## config.mk

```make
export PLATFORM = sky130hd
export DESIGN_NAME = axi_read_arbiter_flat
export DESIGN_NICKNAME = d
export VERILOG_FILES = /design/src/rtl/axi_read_arbiter_if.sv /design/src/rtl/axi_read_arbiter.sv /design/src/flat_wrapper.sv
export SDC_FILE = /design/constraint.sdc
export NUM_CORES = 1
export LEC_CHECK = 0
export ABC_CLOCK_PERIOD_IN_PS = 2450
export CORE_MARGIN = 3
export CORE_UTILIZATION = 30
export DETAILED_ROUTE_END_ITERATION = 10
export GPL_TIMING_DRIVEN = 0
export PLACE_DENSITY = 0.8
export SETUP_SLACK_MARGIN = 0.05
export SLEW_MARGIN = 20
export SYNTH_ARGS = -nofsm -noshare
export SYNTH_HDL_FRONTEND = slang
export SYNTH_SLANG_ARGS = --single-unit
export TNS_END_PERCENT = 20
```

## constraint.sdc

```tcl
create_clock -name clk -period 2.45 [get_ports clk]
set_input_delay 0.49 -clock clk [delete_from_list [all_inputs] [get_ports clk]]
set_output_delay 0.49 -clock clk [all_outputs]
set_load 0.01 [all_outputs]
```

## src/rtl/axi_read_arbiter_if.sv

```systemverilog
// ---------------------------------------------------------------------------
// axi_read_arbiter_if
// Bundle of every signal between the read arbiter, its two requesters
// (instruction fetch "i_*", data unit "d_*") and the shared AXI3 read channel.
//   master : arbiter view (drives AR, requester returns, rready)
//   slave  : environment view (requesters + AXI slave)
// Requester side : *_req_valid/addr/single in, *_req_ready, *_rdata,
//                  *_rvalid, *_rlast out (from the arbiter's point of view)
// AXI side       : arid/araddr/arlen/arsize/arburst/arvalid out, arready in;
//                  rid/rdata/rresp/rlast/rvalid in, rready out
// ---------------------------------------------------------------------------
interface axi_read_arbiter_if;
  logic        i_req_valid;
  logic [31:0] i_req_addr;
  logic        i_req_single;
  logic        i_req_ready;
  logic [31:0] i_rdata;
  logic        i_rvalid;
  logic        i_rlast;

  logic        d_req_valid;
  logic [31:0] d_req_addr;
  logic        d_req_single;
  logic        d_req_ready;
  logic [31:0] d_rdata;
  logic        d_rvalid;
  logic        d_rlast;

  logic [3:0]  arid;
  logic [31:0] araddr;
  logic [7:0]  arlen;
  logic [2:0]  arsize;
  logic [1:0]  arburst;
  logic        arvalid;
  logic        arready;

  logic [3:0]  rid;
  logic [31:0] rdata;
  logic [1:0]  rresp;
  logic        rlast;
  logic        rvalid;
  logic        rready;

  modport master (
    input  i_req_valid, i_req_addr, i_req_single,
    output i_req_ready, i_rdata, i_rvalid, i_rlast,
    input  d_req_valid, d_req_addr, d_req_single,
    output d_req_ready, d_rdata, d_rvalid, d_rlast,
    output arid, araddr, arlen, arsize, arburst, arvalid,
    input  arready,
    input  rid, rdata, rresp, rlast, rvalid,
    output rready
  );

  modport slave (
    output i_req_valid, i_req_addr, i_req_single,
    input  i_req_ready, i_rdata, i_rvalid, i_rlast,
    output d_req_valid, d_req_addr, d_req_single,
    input  d_req_ready, d_rdata, d_rvalid, d_rlast,
    input  arid, araddr, arlen, arsize, arburst, arvalid,
    output arready,
    output rid, rdata, rresp, rlast, rvalid,
    input  rready
  );
endinterface

```

## src/rtl/axi_read_arbiter.sv

```systemverilog
// ---------------------------------------------------------------------------
// axi_read_arbiter
// Shares one AXI3 read channel between the instruction fetch unit and the
// data unit. One owner at a time: the grant is registered in IDLE, held
// through the AR handshake (ADDR) and the R burst (DATA), and every R beat
// is checked against the latched ID/length.
// Ports:
//   clk  : clock
//   rst  : synchronous active-high reset
//   bus  : axi_read_arbiter_if.master (requesters + AXI read channel)
//   busy : high in any state other than IDLE
//   err  : one-cycle pulse, one cycle after a bad beat (ID, RESP, length)
// Configuration:
//   AXI_ARB_RR_EN defined -> round-robin between the two requesters
//   otherwise             -> fixed priority, data wins over instruction
// ---------------------------------------------------------------------------
module axi_read_arbiter #(
  parameter logic [3:0] ID_I       = 4'd0,
  parameter logic [3:0] ID_D       = 4'd1,
  parameter int         LINE_BEATS = 16
) (
  input  logic                 clk,
  input  logic                 rst,
  axi_read_arbiter_if.master   bus,
  output logic                 busy,
  output logic                 err
);

  localparam logic [7:0] LINE_LEN = 8'(LINE_BEATS - 1);

  typedef enum logic [1:0] {IDLE, ADDR, DATA} state_t;

  state_t      state_q, state_d;
  logic [31:0] araddr_q, araddr_d;
  logic [7:0]  arlen_q, arlen_d;
  logic [1:0]  arburst_q, arburst_d;
  logic [3:0]  arid_q, arid_d;
  logic        arvalid_q, arvalid_d;
  logic        owner_is_d_q, owner_is_d_d;  // 1: data unit owns the channel
  logic [7:0]  beat_cnt_q, beat_cnt_d;
  logic        err_q, err_d;
  logic        grant_d;                     // 1: data unit wins this IDLE cycle
  logic        req_single;

`ifdef AXI_ARB_RR_EN
  logic        last_was_d_q, last_was_d_d;  // reset 0 so data goes first

  assign grant_d = bus.d_req_valid && (!bus.i_req_valid || !last_was_d_q);
`else
  assign grant_d = bus.d_req_valid;
`endif

  assign req_single = grant_d ? bus.d_req_single : bus.i_req_single;

  always_comb begin
    state_d      = state_q;
    araddr_d     = araddr_q;
    arlen_d      = arlen_q;
    arburst_d    = arburst_q;
    arid_d       = arid_q;
    arvalid_d    = arvalid_q;
    owner_is_d_d = owner_is_d_q;
    beat_cnt_d   = beat_cnt_q;
    err_d        = 1'b0;
`ifdef AXI_ARB_RR_EN
    last_was_d_d = last_was_d_q;
`endif
    case (state_q)
      IDLE: begin
        // Beats arriving here belong to an abandoned transaction: ignored.
        if (bus.i_req_valid || bus.d_req_valid) begin
          state_d      = ADDR;
          arvalid_d    = 1'b1;
          owner_is_d_d = grant_d;
          araddr_d     = grant_d ? bus.d_req_addr : bus.i_req_addr;
          arlen_d      = req_single ? 8'd0 : LINE_LEN;
          arburst_d    = req_single ? 2'b00 : 2'b01;
          arid_d       = grant_d ? ID_D : ID_I;
`ifdef AXI_ARB_RR_EN
          last_was_d_d = grant_d;
`endif
        end
      end
      ADDR: begin
        if (bus.arready) begin
          state_d    = DATA;
          arvalid_d  = 1'b0;
          beat_cnt_d = 8'd0;
        end
      end
      DATA: begin
        if (bus.rvalid) begin
          beat_cnt_d = beat_cnt_q + 8'd1;
          err_d = (bus.rid != arid_q) || (bus.rresp != 2'b00) ||
                  (bus.rlast && (beat_cnt_q != arlen_q)) ||
                  (!bus.rlast && (beat_cnt_q == arlen_q));
          // Only rlast ends the burst, even when the count is off.
          if (bus.rlast) state_d = IDLE;
        end
      end
      default: state_d = IDLE;
    endcase
  end

  always_ff @(posedge clk) begin
    if (rst) begin
      state_q      <= IDLE;
      araddr_q     <= '0;
      arlen_q      <= '0;
      arburst_q    <= '0;
      arid_q       <= '0;
      arvalid_q    <= 1'b0;
      owner_is_d_q <= 1'b0;
      beat_cnt_q   <= '0;
      err_q        <= 1'b0;
`ifdef AXI_ARB_RR_EN
      last_was_d_q <= 1'b0;
`endif
    end else begin
      state_q      <= state_d;
      araddr_q     <= araddr_d;
      arlen_q      <= arlen_d;
      arburst_q    <= arburst_d;
      arid_q       <= arid_d;
      arvalid_q    <= arvalid_d;
      owner_is_d_q <= owner_is_d_d;
      beat_cnt_q   <= beat_cnt_d;
      err_q        <= err_d;
`ifdef AXI_ARB_RR_EN
      last_was_d_q <= last_was_d_d;
`endif
    end
  end

  // Zero-latency R routing; gated by rst so nothing leaks while resetting.
  logic beat_ok, ar_hs;
  assign beat_ok = !rst && (state_q == DATA) && bus.rvalid;
  assign ar_hs   = !rst && (state_q == ADDR) && arvalid_q && bus.arready;

  assign bus.d_rvalid    = beat_ok && owner_is_d_q;
  assign bus.d_rlast     = beat_ok && owner_is_d_q && bus.rlast;
  assign bus.d_rdata     = (beat_ok && owner_is_d_q) ? bus.rdata : 32'd0;
  assign bus.i_rvalid    = beat_ok && !owner_is_d_q;
  assign bus.i_rlast     = beat_ok && !owner_is_d_q && bus.rlast;
  assign bus.i_rdata     = (beat_ok && !owner_is_d_q) ? bus.rdata : 32'd0;
  assign bus.d_req_ready = ar_hs && owner_is_d_q;
  assign bus.i_req_ready = ar_hs && !owner_is_d_q;

  assign bus.arid    = arid_q;
  assign bus.araddr  = araddr_q;
  assign bus.arlen   = arlen_q;
  assign bus.arsize  = 3'b010;
  assign bus.arburst = arburst_q;
  assign bus.arvalid = arvalid_q;
  assign bus.rready  = 1'b1;

  assign busy = (state_q != IDLE);
  assign err  = err_q;

endmodule
```

## src/flat_wrapper.sv

```systemverilog
// flat-port wrapper written by rule: the top's interface ports become plain ports
module axi_read_arbiter_flat 
#(
  parameter logic [3:0] ID_I       = 4'd0,
  parameter logic [3:0] ID_D       = 4'd1,
  parameter int         LINE_BEATS = 16
)
  (clk, rst, busy, err, bus_i_req_valid, bus_i_req_addr, bus_i_req_single, bus_i_req_ready, bus_i_rdata, bus_i_rvalid, bus_i_rlast, bus_d_req_valid, bus_d_req_addr, bus_d_req_single, bus_d_req_ready, bus_d_rdata, bus_d_rvalid, bus_d_rlast, bus_arid, bus_araddr, bus_arlen, bus_arsize, bus_arburst, bus_arvalid, bus_arready, bus_rid, bus_rdata, bus_rresp, bus_rlast, bus_rvalid, bus_rready);
  axi_read_arbiter_if bus_i ();
  input  logic clk;
  input  logic rst;
  output logic busy;
  output logic err;
  input wire logic [$bits(bus_i.i_req_valid)-1:0] bus_i_req_valid;
  input wire logic [$bits(bus_i.i_req_addr)-1:0] bus_i_req_addr;
  input wire logic [$bits(bus_i.i_req_single)-1:0] bus_i_req_single;
  output wire logic [$bits(bus_i.i_req_ready)-1:0] bus_i_req_ready;
  output wire logic [$bits(bus_i.i_rdata)-1:0] bus_i_rdata;
  output wire logic [$bits(bus_i.i_rvalid)-1:0] bus_i_rvalid;
  output wire logic [$bits(bus_i.i_rlast)-1:0] bus_i_rlast;
  input wire logic [$bits(bus_i.d_req_valid)-1:0] bus_d_req_valid;
  input wire logic [$bits(bus_i.d_req_addr)-1:0] bus_d_req_addr;
  input wire logic [$bits(bus_i.d_req_single)-1:0] bus_d_req_single;
  output wire logic [$bits(bus_i.d_req_ready)-1:0] bus_d_req_ready;
  output wire logic [$bits(bus_i.d_rdata)-1:0] bus_d_rdata;
  output wire logic [$bits(bus_i.d_rvalid)-1:0] bus_d_rvalid;
  output wire logic [$bits(bus_i.d_rlast)-1:0] bus_d_rlast;
  output wire logic [$bits(bus_i.arid)-1:0] bus_arid;
  output wire logic [$bits(bus_i.araddr)-1:0] bus_araddr;
  output wire logic [$bits(bus_i.arlen)-1:0] bus_arlen;
  output wire logic [$bits(bus_i.arsize)-1:0] bus_arsize;
  output wire logic [$bits(bus_i.arburst)-1:0] bus_arburst;
  output wire logic [$bits(bus_i.arvalid)-1:0] bus_arvalid;
  input wire logic [$bits(bus_i.arready)-1:0] bus_arready;
  input wire logic [$bits(bus_i.rid)-1:0] bus_rid;
  input wire logic [$bits(bus_i.rdata)-1:0] bus_rdata;
  input wire logic [$bits(bus_i.rresp)-1:0] bus_rresp;
  input wire logic [$bits(bus_i.rlast)-1:0] bus_rlast;
  input wire logic [$bits(bus_i.rvalid)-1:0] bus_rvalid;
  output wire logic [$bits(bus_i.rready)-1:0] bus_rready;
  assign bus_i.i_req_valid = bus_i_req_valid;
  assign bus_i.i_req_addr = bus_i_req_addr;
  assign bus_i.i_req_single = bus_i_req_single;
  assign bus_i_req_ready = bus_i.i_req_ready;
  assign bus_i_rdata = bus_i.i_rdata;
  assign bus_i_rvalid = bus_i.i_rvalid;
  assign bus_i_rlast = bus_i.i_rlast;
  assign bus_i.d_req_valid = bus_d_req_valid;
  assign bus_i.d_req_addr = bus_d_req_addr;
  assign bus_i.d_req_single = bus_d_req_single;
  assign bus_d_req_ready = bus_i.d_req_ready;
  assign bus_d_rdata = bus_i.d_rdata;
  assign bus_d_rvalid = bus_i.d_rvalid;
  assign bus_d_rlast = bus_i.d_rlast;
  assign bus_arid = bus_i.arid;
  assign bus_araddr = bus_i.araddr;
  assign bus_arlen = bus_i.arlen;
  assign bus_arsize = bus_i.arsize;
  assign bus_arburst = bus_i.arburst;
  assign bus_arvalid = bus_i.arvalid;
  assign bus_i.arready = bus_arready;
  assign bus_i.rid = bus_rid;
  assign bus_i.rdata = bus_rdata;
  assign bus_i.rresp = bus_rresp;
  assign bus_i.rlast = bus_rlast;
  assign bus_i.rvalid = bus_rvalid;
  assign bus_rready = bus_i.rready;
  axi_read_arbiter #(.ID_I(ID_I), .ID_D(ID_D), .LINE_BEATS(LINE_BEATS)) u_core (.clk(clk), .rst(rst), .bus(bus_i), .busy(busy), .err(err));
endmodule
```

Word level (Yosys, flattened, before mapping) --
Cells that the tools add are included.
Cells by class: div/mod/pow operators 0, multiply operators 0, reduce and logical (&&, ||, !) cells 30, bitwise gates (word level) 2, shifts and indexed selects 0, $lt $le $gt $ge 0, muxes and demuxes 18, eq/ne operators 9, add/subtract/negate cells 1
Operator list (count):
- $mux 32 | 3
- $mux 8 | 2
- $pmux 8 s2 | 1
- $logic_and 1x1->1 | 13
- $add 8x1->8 const B | 1
- $eq 8x8->1 | 1
- $mux 2 | 4
- $ne 8x8->1 | 1
- $reduce_bool 2->1 | 4
- $ne 2x2->1 const B | 3
- $pmux 2 s3 | 1
- $reduce_and 3->1 | 2
- $mux 1 | 5
- $logic_or 1x1->1 | 4
- $mux 4 | 1
- $ne 4x4->1 | 1
- $reduce_and 4->1 | 1
- $logic_not 1->1 | 3
- $reduce_or 3->1 | 1
- $eq 2x1->1 const B | 1
- $eq 2x2->1 const B | 1
- $logic_not 2->1 | 1
- $ne 2x1->1 const B | 1
- $not 1->1 | 2
- 2 further kinds | 2
Storage, ports and cells: RAM bits 0, bits of input ports 111, latch bits 0, register bits after elaboration 59, word-level logic and storage cells 69, memory bits (read-only) 0, memories kept 0

Longest topological paths before layout --
depth after elaboration 5, mapped depth 7, depth with buffers taken out 4

Worst setup path after synthesis --
Ideal clock, no wire load.
kind input to output, start input port bus_rvalid, end output port bus_d_rdata[10], setup slack 0.569 ns, buffers on the path 1, arrival 1.391 ns, cell stages on the path 5, cells stage by stage nor2b_2 > nand3b_1 > nor2_2 > clkbuf_1 > and2_1
Between the ends: longest elaborated chain between the ends 3
Ends and longest elaborated chain:
- start, declared | RTL line flat_wrapper.sv:39 | input wire logic [$bits(bus_i.rvalid)-1:0] bus_rvalid;
- $logic_and 1x1->1 | RTL line axi_read_arbiter.sv:137 | assign beat_ok = !rst && (state_q == DATA) && bus.rvalid;
- $logic_and 1x1->1 | RTL line axi_read_arbiter.sv:142 | assign bus.d_rdata = (beat_ok && owner_is_d_q) ? bus.rdata : 32'd0;
- $mux 32 | RTL line axi_read_arbiter.sv:142
- end, declared | RTL line flat_wrapper.sv:25 | output wire logic [$bits(bus_i.d_rdata)-1:0] bus_d_rdata;
Every way passes these cells.

Worst setup path after layout --
start register u_core.state_q[0], end output port bus_i_rdata[7]
Between the ends: longest elaborated chain between the ends 5
Ends and longest elaborated chain:
- start, declared | RTL line axi_read_arbiter.sv:33 | state_t state_q, state_d;
- start signal, assigned | RTL line axi_read_arbiter.sv:120 | state_q <= state_d;
- $eq 2x2->1 | RTL line axi_read_arbiter.sv:137
- $logic_and 1x1->1 (2 in series) | RTL line axi_read_arbiter.sv:137
- $logic_and 1x1->1 | RTL line axi_read_arbiter.sv:145 | assign bus.i_rdata = (beat_ok && !owner_is_d_q) ? bus.rdata : 32'd0;
- $mux 32 | RTL line axi_read_arbiter.sv:145
- end, declared | RTL line flat_wrapper.sv:18 | output wire logic [$bits(bus_i.i_rdata)-1:0] bus_i_rdata;
Every way passes these cells.

==> results.cfg <==
[status]
status = completed

[yosys]
synth_edf_count = 0
ys_types = 35
syn_area_um2 = 2730
seq_area_frac_synth_pct = 33.7
syn_inst = 324
ys_ff_latch = 46
ys_warn_count = 0
avgSynthCellArea_um2 = 8.44
synthArstFlopShare_pct = 0
synth_flop_cell = dfxtp_1

[critical_path]
cp-end-kind = output port
critPathLaunchType = flop
cp_num_buf_inv = 5
cp.depth = 9
timing.rr.start = u_core.state_q[1]$_SDFFE_PP0P_
cp_slowest_cell = dfxtp_4
path_class = reg -> out
cp_top_family = simple AND/OR/NAND/NOR gates
r2r_cells = 5
path_max_fanout = 7
timing.rr.end = u_core.bus.araddr[13]$_SDFFE_PP0P_
worstPathArrival_ns = 1.86
cp.required_ns = 1.96
cp_slowest_stage_delay_ns = 0.38
worstPathCellList = nor2b_4 > nand3b_1 > nor2_4 > buf_6 > buf_6 > buf_8 > buf_6 > and2_1 > buf_2
rrSetupSlack_ns = 0.97
critPathMostFrequentCell = buf_6

[timing]
timing.fmax_mhz = 426
setup_viol = 0
tns_ns = 0
grt_setup_unrepaired = true
clock_skew_ns = 0.00560
hold_viol = 0
slew_violations = 0
period_share_pct = 95.8
min_period_ns = 2.35
whs_ns = 0.499

[global_routing]
antenna_found_initial = 0
grt_max_degree = 15
track_usage_pct = 19.4
grt_pass1_vias = 3158
grt-ovfl-total = 0
grt_first_pass_wirelength_um = 16000

[min_path]
hold_depth = 2
hold_end = u_core.bus.arvalid$_SDFFE_PP0P_
hold_class = reg -> reg
min-delay-start = u_core.bus.arvalid$_SDFFE_PP0P_

[die]
die_area_um2 = 10300
ios = 234
initial_core_util_pct = 31.0
core-area_um2 = 8810
rows = 34
dieWidth_um = 101
die_y_um = 101

[routing]
drt_wl_total_um = 10600
drc = 0
first_pass_iters = 4
drtAntennaViolNets = 0
vias = 3202
wl_per_cell_um = 15.2
drt_iter0_markers = 68
viasPerCell = 4.61

[clock_tree]
cts_buffer_depth = 2
cts_max_level = 2
cts_num_sinks = 46
root_buffer = clkbuf_8
numCtsBuffers = 5
clk_pin_slew_ns = 0.09
cts_tree = done
clkLatencyLatePin_ns = 0.29

[pwr]
p_leak_nw = 2.48
ir_drop_v = 0.000255
p_per_area_nw_per_um2 = 401

[flow_run]
drv_cap = 0

[final_layout]
layout-drive-gt1-share_pct = 23.5
layout_commonest_cell = clkdlybuf4s50_1
fin_area_um2 = 5360
area_delta_synth_final_pct = 96.0
nets = 698
mostFrequentLayoutCells = clkdlybuf4s50_1, and2_1, nor2_1
fillers = 789
diodes = 0

[placed_design]
port_buffers = 220
dp_hpwl_um = 8320
gp_congestion = 0.787
placed_area_um2 = 5110
[flip-flops by register name, indices dropped and copies added, names as in the netlist]
name and cells:
u_core.bus.araddr 32, u_core.beat_cnt_q 8, u_core.state_q 2, u_core.bus.arid 1
u_core.bus.arlen 1, u_core.bus.arvalid 1, u_core.err 1
[cells in the mapped netlist (all sizes together), types with 2 or more instances]
cell type / n / area (µm²)
and2: 67 / 420
dfxtp: 46 / 921
nor2: 46 / 178
mux2i: 35 / 350
a211oi: 32 / 240
buf: 32 / 213
clkbuf: 10 / 37.5
xor2: 7 / 61.3
nand2: 6 / 22.5
nor3: 5 / 30.0
inv: 4 / 15.0
a21oi: 3 / 15.0
and3: 3 / 18.8
nand3b: 3 / 22.5
o211ai: 3 / 22.5
a31oi: 2 / 12.5
and3b: 2 / 17.5
conb: 2 / 7.51
o2111ai: 2 / 17.5
o21ai: 2 / 10.0
or4: 2 / 15.0
[cells by family (layout without fill, tap and decap cells)]
family / Yosys count / in the layout / share of synthesized area [%]
AO/OA/AOI/OAI: 48 / 48 / 13.0
multiplexers: 35 / 35 / 12.8
other: 2 / 12 / 0.275
adder cells (fa/ha/maj): 1 / 1 / 0.458
flip-flops: 46 / 46 / 33.7
AND/OR/NAND/NOR: 139 / 140 / 27.8
buffers and inverters: 46 / 298 / 9.70
XOR/XNOR: 7 / 7 / 2.24
[through the flow]
step           utilization, %  std cells  power (mW)  setup slack (ns)
2_1_floorplan               -        334        1.17             0.569
3_3_place_gp             58.0        662        1.56            -0.769
3_5_place_dp             58.0        662        1.58            -0.780
4_1_cts                  61.3        692        2.16            0.0518
5_1_grt                  60.9        695        2.27          -0.00266
6_report                 60.9        695        2.15             0.102
[routing by layer]
metal	global-route usage, %	up-vias	share of wire, %
met3	4.89	11	6.7
met2	36.1	120	53
li1	-	1598	-
met4	4.81	0	1.2
met5	0	-	0
met1	22.1	1473	39
[area by class of cell]
| type | count | area, µm² | share of cell area [%] |
|---|---|---|---|
| Clock inverter | 2 | 37.5 | 0.700 |
| Tap cell | 108 | 135 | 2.52 |
| Multi-Input combinational cell | 243 | 1630 | 30.5 |
| Timing Repair Buffer | 244 | 2230 | 41.6 |
| Buffer | 42 | 310 | 5.79 |
| Clock buffer | 6 | 72.6 | 1.35 |
| Inverter | 4 | 15.0 | 0.280 |
| Sequential cell | 46 | 927 | 17.3 |
[power by group]
| part | leakage [nW] | internal, mW | total (mW) | switching [mW] |
|---|---|---|---|---|
| Combinational | 2.05 | 0.426 | 0.710 | 0.284 |
| Sequential | 0.381 | 0.821 | 0.873 | 0.0515 |
| Clock | 0.0514 | 0.305 | 0.566 | 0.261 |
| Total | 2.48 | 1.55 | 2.15 | 0.596 |
[worst min-delay path: stages (launching register included)]
cell and delay, ns:
dfxtp_1 0.34, inv_1 0.06, o32ai_1 0.06
[worst max-delay path by stage]
stage	start	slack [ns]	endpoint
2_1_floorplan	bus_rvalid	0.57	bus_d_rdata[10]
3_3_place_gp	bus_rvalid	-0.77	bus_d_rdata[21]
3_5_place_dp	bus_rvalid	-0.78	bus_d_rdata[21]
4_1_cts	u_core.state_q[0]$_SDFFE_PP0P_	0.05	bus_i_rdata[3]
5_1_grt	u_core.state_q[0]$_SDFFE_PP0P_	-0.003	bus_i_rdata[2]
6_report	u_core.state_q[0]$_SDFFE_PP0P_	0.10	bus_i_rdata[7]
[repair_timing]
action                     CTS  global route
setup buffers               17             3
cloned                       5             0
hold buffers                 0             0
resized for setup          184            85
pin swaps                    3             3
setup endpoints to repair   70            63
No activity file was read; power rests on OpenSTA's default activity.
